**src/rtl/uart_bus_initiator.sv**
```systemverilog
// Autonomous HB-bus initiator for the UART register map: polls status, drains RX
// bytes onto a valid/ready stream and pushes TX stream bytes into the TX FIFO.
module uart_bus_initiator #(
  parameter int ADDR_W   = 2,
  parameter int POLL_GAP = 4
) (
  input  logic              hb_clk,
  input  logic              rst,
  output logic              ren,
  output logic [ADDR_W-1:0] raddr,
  output logic              wen,
  output logic [ADDR_W-1:0] waddr,
  output logic [31:0]       wdata,
  input  logic [31:0]       rdata,
  input  logic [7:0]        tx_data,
  input  logic              tx_valid,
  output logic              tx_ready,
  output logic [7:0]        rx_data,
  output logic              rx_valid,
  input  logic              rx_ready,
  output logic              tx_drained
);

  localparam int GAP_W = (POLL_GAP > 1) ? $clog2(POLL_GAP) : 1;

  typedef enum logic [2:0] {
    S_POLL, S_STATUS, S_RD_RX, S_RD_WAIT, S_WR_TX, S_GAP
  } state_e;

  state_e              state_q, state_d;
  logic                last_rx_q, last_rx_d;
  logic [GAP_W-1:0]    gap_q, gap_d;
  logic                ren_q, ren_d;
  logic [ADDR_W-1:0]   raddr_q, raddr_d;
  logic                wen_q, wen_d;
  logic [31:0]         wdata_q, wdata_d;
  logic                tx_ready_q, tx_ready_d;
  logic [7:0]          rx_data_q, rx_data_d;
  logic                rx_valid_q, rx_valid_d;
  logic                drained_q, drained_d;
  logic                rx_ok, tx_ok;
  logic                unused_rdata;

  assign unused_rdata = ^rdata[31:8];

  always_comb begin
    state_d    = state_q;
    last_rx_d  = last_rx_q;
    gap_d      = gap_q;
    rx_data_d  = rx_data_q;
    rx_valid_d = rx_valid_q && !rx_ready;
    drained_d  = drained_q;
    rx_ok      = 1'b0;
    tx_ok      = 1'b0;
    case (state_q)
      // Out of reset the strobe register is still 0, so spend one cycle arming it.
      S_POLL:    if (ren_q) state_d = S_STATUS;
      S_STATUS: begin
        drained_d = rdata[2];
        rx_ok     = rdata[1] && (!rx_valid_q || rx_ready);
        tx_ok     = rdata[0] && tx_valid;
        if (rx_ok && (!tx_ok || !last_rx_q)) begin
          state_d = S_RD_RX;
        end else if (tx_ok) begin
          state_d = S_WR_TX;
        end else if (POLL_GAP == 0) begin
          state_d = S_POLL;
        end else begin
          state_d = S_GAP;
          gap_d   = '0;
        end
      end
      S_RD_RX:   state_d = S_RD_WAIT;
      S_RD_WAIT: begin
        rx_data_d  = rdata[7:0];
        rx_valid_d = 1'b1;
        last_rx_d  = 1'b1;
        state_d    = S_POLL;
      end
      S_WR_TX: begin
        last_rx_d = 1'b0;
        state_d   = S_POLL;
      end
      S_GAP: begin
        if (int'(gap_q) >= POLL_GAP - 1) state_d = S_POLL;
        else                             gap_d   = gap_q + 1'b1;
      end
      default:   state_d = S_POLL;
    endcase

    // Bus strobes are registered copies of the state being entered.
    ren_d      = (state_d == S_POLL) || (state_d == S_RD_RX);
    raddr_d    = (state_d == S_POLL) ? ADDR_W'(1) : '0;
    wen_d      = (state_d == S_WR_TX);
    tx_ready_d = (state_d == S_WR_TX);
    wdata_d    = (state_d == S_WR_TX) ? {24'b0, tx_data} : '0;
  end

  always_ff @(posedge hb_clk) begin
    if (rst) begin
      state_q    <= S_POLL;
      last_rx_q  <= 1'b0;
      gap_q      <= '0;
      ren_q      <= 1'b0;
      raddr_q    <= '0;
      wen_q      <= 1'b0;
      wdata_q    <= '0;
      tx_ready_q <= 1'b0;
      rx_data_q  <= '0;
      rx_valid_q <= 1'b0;
      drained_q  <= 1'b0;
    end else begin
      state_q    <= state_d;
      last_rx_q  <= last_rx_d;
      gap_q      <= gap_d;
      ren_q      <= ren_d;
      raddr_q    <= raddr_d;
      wen_q      <= wen_d;
      wdata_q    <= wdata_d;
      tx_ready_q <= tx_ready_d;
      rx_data_q  <= rx_data_d;
      rx_valid_q <= rx_valid_d;
      drained_q  <= drained_d;
    end
  end

  assign ren        = ren_q;
  assign raddr      = raddr_q;
  assign wen        = wen_q;
  assign waddr      = '0;
  assign wdata      = wdata_q;
  assign tx_ready   = tx_ready_q;
  assign rx_data    = rx_data_q;
  assign rx_valid   = rx_valid_q;
  assign tx_drained = drained_q;

endmodule

```
**config.mk**
```make
export PLATFORM = sky130hd
export DESIGN_NAME = uart_bus_initiator
export DESIGN_NICKNAME = d
export VERILOG_FILES = /design/src/rtl/uart_bus_initiator.sv
export SDC_FILE = /design/constraint.sdc
export NUM_CORES = 1
export LEC_CHECK = 0
export BUFFER_PORTS_ARGS = -buffer_cell sky130_fd_sc_hd__buf_2
export CAP_MARGIN = 0
export CORE_ASPECT_RATIO = 1.75
export CORE_MARGIN = 2
export CORE_UTILIZATION = 43
export DETAILED_ROUTE_END_ITERATION = 10
export PLACE_DENSITY = 0.82
export SLEW_MARGIN = 15
export SYNTH_ARGS = -nofsm -noshare
export SYNTH_HDL_FRONTEND = slang
export SYNTH_SLANG_ARGS = --single-unit
```
**constraint.sdc**
```tcl
create_clock -name hb_clk -period 4.2 [get_ports hb_clk]
set_clock_uncertainty 0.05 [all_clocks]
set_input_delay 0.42 -clock hb_clk [delete_from_list [all_inputs] [get_ports hb_clk]]
set_output_delay 0.42 -clock hb_clk [all_outputs]
set_load 0.05 [all_outputs]
```
==> load_flow_metrics.sql, run 1 <==
INSERT INTO impl_metrics (metric_group, metric, value, unit) VALUES
('outcome', 'outcome', 'finished clean', ''),
('drt', 'detailed_router_s_first_iteration_violation_count', '25', ''),
('clock_tree', 'cts_tree', 'done', ''),
('sta', 'final_max_slew_viol_count', '0', ''),
('die', 'floorplan.die_area', '3380', 'um^2'),
('worst_setup_path', 'crit_path_cell_trace', 'nand2b_1 > nor2_1 > a211o_1 > a211oi_1', ''),
('cells_and_area', 'final_layout_size_suffix_gt1_share', '32.04', '%'),
('clock_tree', 'clockBufferDepth', '2', ''),
('drt', 'drt-vias-per-instance', '4.837', ''),
('worst_setup_path', 'arrival', '2020', 'ps'),
('cells_and_area', 'final_common_cell', 'sky130_fd_sc_hd__buf_2', ''),
('worst_setup_path', 'critical-path-max-stage-delay', '620', 'ps'),
('sta', 'setup_ws', '2311', 'ps'),
('sta', 'aggregate_negative_setup_slack', '0', 'ps'),
('logic_synthesis', 'synth.yosys.seq_area_share', '43.11', '%'),
('sta', 'fin_crit', '1889', 'ps'),
('logic_synthesis', 'syn-mean-instance-area', '8.646', 'um^2'),
('die', 'core-area', '2753', 'um^2'),
('clock_tree', 'htree_num_levels', '1', ''),
('drt', 'route.vias.total', '1006', ''),
('cells_and_area', 'most-common-layout-cells', '41 x sky130_fd_sc_hd__buf_2, 27 x sky130_fd_sc_hd__conb_1, 27 x sky130_fd_sc_hd__dfxtp_1', ''),
('die', 'floorplan.initialDensity', '45.55', '%'),
('clock_tree', 'clk_latency', '270', 'ps'),
('worst_hold_path', 'min-delay-path-class', 'in2reg', ''),
('global_routing', 'met3_usage', '2.844', '%'),
('drt', 'wirelength', '2275', 'um'),
('worst_setup_path', 'cpMaxStageDelayCell', 'sky130_fd_sc_hd__dfxtp_1', ''),
('worst_setup_path', 'timing.critical_path.fanout_max', '14', ''),
('sta', 'setup_viol', '0', ''),
('logic_synthesis', 'yosys_warnings', '0', ''),
('sta', 'fmaxAchievable', '529.3', 'MHz'),
('sta', 'hold_ws', '327.2', 'ps'),
('global_routing', 'pin_count_of_the_biggest_net_entering_global_routing', '18', ''),
('clock_tree', 'cts.repair.resized', '0', ''),
('worst_setup_path', 'worst_ep_required_time', '4340', 'ps'),
('sta', 'timing.final.hold_violations', '0', ''),
('sta', 'worst-slew-pin-transition', '720.7', 'ps'),
('place', 'place.detailed.hpwl', '1696', 'um'),
('logic_synthesis', 'synthAdderAreaFrac', '0.9980', '%'),
('worst_setup_path', 'worst-r2r-setup-slack', '2310', 'ps'),
('logic_synthesis', 'dominant_combinational_cell_family_by_area_after_synthesis', 'simple AND/OR/NAND/NOR gates', ''),
('place', 'post-place-ws', '2319', 'ps'),
('global_routing', 'grtUsageMet2', '23.03', '%'),
('sta', 'relSlewSlack', '51.78', '%'),
('logic_synthesis', 'yosys.area_share.xor_xnor', '0', '%'),
('cells_and_area', 'synthToLayoutAreaGrowth', '10.68', '%'),
('global_routing', 'grt_pass1_vias', '815', ''),
('place', 'gp_congestion', '0.7294', ''),
('worst_setup_path', 'critical_path_capture_point_type', 'flop', ''),
('cells_and_area', 'num-nets-final', '227', ''),
('clock_tree', 'cts.clk_slew.worst_paths', '90', 'ps'),
('run', 'max_cap_viol_count', '0', ''),
('power', 'peakVddDrop', '0.2522', 'mV'),
('worst_setup_path', 'timing.critical_path.from_type', 'flop', ''),
('global_routing', 'globalRoute.totalOverflow', '0', ''),
('die', 'die_width', '44.82', 'um'),
('drt', 'drtPass1Iterations', '4', ''),
('logic_synthesis', 'synth_compound_gate_area_share', '11.48', '%'),
('global_routing', 'wire_length_of_the_first_global_routing_pass', '3346', 'um'),
('drt', 'detail_route.drc_violations', '0', ''),
('power', 'cellLeakagePower', '0.6413', 'nW'),
('power', 'power.density', '451.3', 'nW/um^2'),
('die', 'die_y', '75.43', 'um'),
('sta', 'timing.final.crit_share', '44.99', '%'),
('clock_tree', 'cts_setup_buffers', '0', ''),
('logic_synthesis', 'syn_inst', '145', ''),
('worst_setup_path', 'timing_worst_setup_path_type', 'reg2reg', ''),
('clock_tree', 'cts_buffers', '3', ''),
('place', 'numPortBuffers', '41', ''),
('logic_synthesis', 'ys_ff_latch', '27', ''),
('global_routing', 'gr-max-usage-layer', 'met2', '');
## synthesized netlist by cell type
library cell / instances / area (um^2)
sky130_fd_sc_hd__nand3_1: 16 / 80.08
sky130_fd_sc_hd__a22oi_1: 1 / 7.510
sky130_fd_sc_hd__o21ai_0: 5 / 25.02
sky130_fd_sc_hd__nand2_1: 10 / 37.54
sky130_fd_sc_hd__nand4_1: 2 / 12.51
sky130_fd_sc_hd__mux2_2: 1 / 11.26
sky130_fd_sc_hd__nand4bb_2: 1 / 16.27
sky130_fd_sc_hd__ha_1: 1 / 12.51
sky130_fd_sc_hd__nor2_1: 8 / 30.03
sky130_fd_sc_hd__o221a_2: 1 / 11.26
sky130_fd_sc_hd__buf_4: 28 / 210.2
sky130_fd_sc_hd__nand2_2: 1 / 6.260
sky130_fd_sc_hd__dfxtp_1: 27 / 540.5
sky130_fd_sc_hd__buf_2: 3 / 15.01
sky130_fd_sc_hd__a21oi_2: 1 / 8.760
sky130_fd_sc_hd__a211o_1: 1 / 8.760
sky130_fd_sc_hd__inv_1: 2 / 7.510
sky130_fd_sc_hd__and2_1: 1 / 6.260
sky130_fd_sc_hd__nor3_1: 1 / 5.000
sky130_fd_sc_hd__nand2b_1: 2 / 12.51
sky130_fd_sc_hd__buf_6: 1 / 11.26
sky130_fd_sc_hd__o31ai_1: 1 / 7.510
sky130_fd_sc_hd__mux2i_1: 1 / 10.01
sky130_fd_sc_hd__nand3b_1: 1 / 7.510
sky130_fd_sc_hd__a21oi_1: 12 / 60.06
sky130_fd_sc_hd__nor2b_1: 1 / 6.260
sky130_fd_sc_hd__conb_1: 1 / 3.750
sky130_fd_sc_hd__clkbuf_1: 3 / 11.26
sky130_fd_sc_hd__a211oi_1: 1 / 7.510
sky130_fd_sc_hd__nor2_2: 9 / 56.30
sky130_fd_sc_hd__o21a_1: 1 / 7.510
## critical path, delay by kind of cell, from the launching register on
kind | cells | cell delay, ps
AOI/OAI and AO/OA | 2 | 780
DFF | 1 | 620
and+or+nand+nor | 2 | 350
## per-layer routing
| layer | vias to the layer above | share of wire [%] |
|---|---|---|
| met1 | 441 | 38 |
| met4 | 0 | 1.8 |
| met2 | 58 | 52 |
| li1 | 502 | - |
| met3 | 5 | 8.2 |
| met5 | - | 0 |
## flip-flops by register name, summed over array words and instances (netlist names), 2 cells and up
name / flops
state_q: 3
wdata: 8
rx_data: 8
gap_q: 2
## cell type report
cell class,count,area [um^2]
sequential,27,540.5
tap,27,33.78
inverter,2,7.507
fill,294,1365
clock buffer,4,45.04
multi-input combinational,107,555.5
timing repair buffer,41,205.2
## metrics by stage
step	instances	util [%]	area (um^2)	power (mW)
detailed placement	204	48.77	1343	0.4865
CTS	208	50.41	1388	0.6332
floorplan	171	-	1351	0.4792
global route	208	50.41	1388	0.6543
global placement	204	48.77	1343	0.4852
finish	208	50.41	1388	0.6263
## cells by family after synthesis
family,count (synthesis)
AO/OA/AOI/OAI,24
adder cells (fa/ha/maj),1
buffers and inverters,37
flip-flops,27
multiplexers,2
other,1
AND/OR/NAND/NOR,53
## final timing paths
path / to / cells after the start / startpoint
worst max-delay path: raddr[0] / 4 / state_q[1]
worst min-delay path: wdata[3] / 3 / tx_data[3]
worst max register to register: raddr[0] / 4 / state_q[1]
worst min register to register: rx_data[6] / 2 / rx_data[6]
## power by group
group          switching (mW)  leakage (nW)  internal, mW
combinational           0.155         0.400        0.0370
clock                  0.0783        0.0228        0.0680
sequential             0.0155         0.219         0.273
Power figures use the tool's default switching activity.
==> run 2, diff against run 1 <==
- CORE_UTILIZATION: 43 -> 36
- PLACE_DENSITY: 0.82 -> 0.73
- clock period: 4.2 -> 1.57 ns (I/O delays scaled with it)
==> load_flow_metrics.sql, run 2 (synthesized netlist as in run 1, its figures left out) <==
INSERT INTO impl_metrics (metric_group, metric, value, unit) VALUES
('outcome', 'outcome', 'finished clean', ''),
('global_routing', 'globalRoute.totalOverflow', '0', ''),
('drt', 'wirelength', '2296', 'um'),
('sta', 'timing.final.hold_violations', '0', ''),
('clock_tree', 'cts.clk_slew.worst_paths', '80', 'ps'),
('die', 'die_y', '82.07', 'um'),
('die', 'io_pins', '93', ''),
('global_routing', 'pin_count_of_the_biggest_net_entering_global_routing', '17', ''),
('sta', 'setup_viol', '0', ''),
('cells_and_area', 'synthToLayoutAreaGrowth', '17.56', '%'),
('worst_setup_path', 'path_delay_family', 'flip-flops', ''),
('drt', 'routedWlPerCell', '9.854', 'um'),
('die', 'floorplan.die_area', '3989', 'um^2'),
('drt', 'drt-vias-per-instance', '4.352', ''),
('run', 'max_cap_viol_count', '0', ''),
('worst_setup_path', 'timing.critical_path.fanout_max', '4', ''),
('worst_setup_path', 'critical_path_capture_point_type', 'flop', ''),
('clock_tree', 'cts_tree', 'done', ''),
('place', 'numPortBuffers', '41', ''),
('die', 'floorplan.initialDensity', '37.28', '%'),
('worst_setup_path', 'crit_path_cell_trace', 'ha_1 > nand4bb_2 > o31ai_2 > a211o_1 > buf_4 > nor2_2', ''),
('clock_tree', 'htree_num_levels', '1', ''),
('sta', 'final_max_slew_viol_count', '0', ''),
('place', 'place.detailed.hpwl', '1768', 'um'),
('die', 'die_width', '48.61', 'um'),
('cells_and_area', 'most-common-layout-cells', '41 x sky130_fd_sc_hd__buf_2, 27 x sky130_fd_sc_hd__conb_1, 25 x sky130_fd_sc_hd__dfxtp_1', ''),
('die', 'core-area', '3363', 'um^2'),
('clock_tree', 'hold_buffers', '0', ''),
('cells_and_area', 'fill_cells', '380', ''),
('sta', 'timing.final.crit_share', '93.95', '%'),
('clock_tree', 'clk_latency', '270', 'ps'),
('clock_tree', 'clockBufferDepth', '2', ''),
('drt', 'detailed_router_s_first_iteration_violation_count', '5', ''),
('worst_setup_path', 'critPathBufInv', '1', ''),
('drt', 'detail_route.drc_violations', '0', ''),
('worst_setup_path', 'arrival', '1590', 'ps'),
('worst_hold_path', 'min-delay-path-class', 'in2reg', ''),
('drt', 'drtAntennaViolNets', '0', ''),
('drt', 'drtPass1Iterations', '4', ''),
('power', 'cellLeakagePower', '0.6811', 'nW'),
('sta', 'aggregate_negative_setup_slack', '0', 'ps'),
('worst_setup_path', 'cpMaxStageDelayCell', 'sky130_fd_sc_hd__dfxtp_2', ''),
('global_routing', 'wire_length_of_the_first_global_routing_pass', '3691', 'um'),
('cells_and_area', 'final_layout_size_suffix_gt1_share', '36.17', '%'),
('cells_and_area', 'multiInputGateArea', '560.5', 'um^2'),
('global_routing', 'antenna_found_initial', '0', ''),
('power', 'power.density', '1167', 'nW/um^2'),
('clock_tree', 'clkSinkCount', '27', ''),
('global_routing', 'gr-usage-all-layers', '11.58', '%'),
('worst_setup_path', 'worst_ep_required_time', '1690', 'ps'),
('clock_tree', 'cts_buffers', '3', ''),
('worst_setup_path', 'critical-path-max-stage-delay', '340', 'ps'),
('cells_and_area', 'num-nets-final', '234', ''),
('place', 'gp_congestion', '0.7019', ''),
('clock_tree', 'clk_root_buffer_cell', 'sky130_fd_sc_hd__clkbuf_8', ''),
('worst_setup_path', 'timing.critical_path.from_type', 'flop', ''),
('clock_tree', 'cts.repair.resized', '0', ''),
('drt', 'route.vias.total', '1014', ''),
('cells_and_area', 'fin_util', '43.82', '%'),
('global_routing', 'grt_pass1_vias', '909', ''),
('power', 'peakVddDrop', '0.5717', 'mV'),
('worst_setup_path', 'timing_worst_setup_path_type', 'reg2reg', ''),
('sta', 'fmaxAchievable', '677.9', 'MHz'),
('clock_tree', 'cts_setup_buffers', '0', ''),
('sta', 'fin_crit', '1475', 'ps'),
('die', 'placement_rows', '28', ''),
('cells_and_area', 'final-seq-area', '543.0', 'um^2'),
('sta', 'rsz0062_at_grt', 'false', ''),
('cells_and_area', 'final_common_cell', 'sky130_fd_sc_hd__buf_2', ''),
('cells_and_area', 'num_antenna_cells', '0', '');
run 2: worst paths after layout:
kind | cells after the start | slack [ps] | endpoint | from
setup / recovery | 6 | 90 | wdata[6] | gap_q[0]
hold / removal | 3 | 70 | wdata[3] | tx_data[3]
setup reg to reg | 6 | 90 | wdata[6] | gap_q[0]
hold reg to reg | 2 | 400 | rx_data[4] | rx_data[4]
run 2: metal layers:
layer  wire length [um]  vias to the layer above  track usage, %  part of all wire, %
met2               1134                       53           21.37                   49
met3                202                        2           2.727                  8.8
li1                   -                      514               -                    -
met5                  0                        -               0                    0
met1                932                      445           12.49                   41
met4                 27                        0           5.143                  1.2
run 2: area by class of cell:
type | count | share of cell area, %
timing repair buffer | 48 | 17.74
multi-input combinational | 107 | 38.03
sequential | 27 | 36.84
inverter | 2 | 0.5093
clock buffer | 4 | 3.056
tap | 45 | 3.820
run 2: power breakdown:
group / internal [mW] / total (mW) / switching (mW)
Sequential: 0.730 / 0.765 / 0.0345
Combinational: 0.144 / 0.577 / 0.433
Clock: 0.182 / 0.379 / 0.197
Total: 1.06 / 1.72 / 0.665
run 2: worst reg2reg max path: cells and delay by family (launching register included):
family | cells | cell delay [ps]
AND/OR/NAND/NOR | 2 | 320
adder cells (fa/ha/maj) | 1 | 200
buffers and inverters | 1 | 160
AO/OA/AOI/OAI | 2 | 300
flip-flops | 1 | 340
run 2: metrics by stage:
step / instance area (um^2) / power [mW] / hold WS (ps) / cells / setup slack, ps
final: 1474 / 1.720 / 68.74 / 233 / 94.92
after global routing: 1474 / 1.816 / 64.87 / 233 / 0.9001
after CTS: 1464 / 1.734 / 59.08 / 233 / 34.50
after detailed placement: 1419 / 1.349 / 355.5 / 229 / 65.24
after global placement: 1419 / 1.346 / 350.1 / 229 / 59.63
after floorplan: 1353 / 1.282 / 243.0 / 171 / 114.4
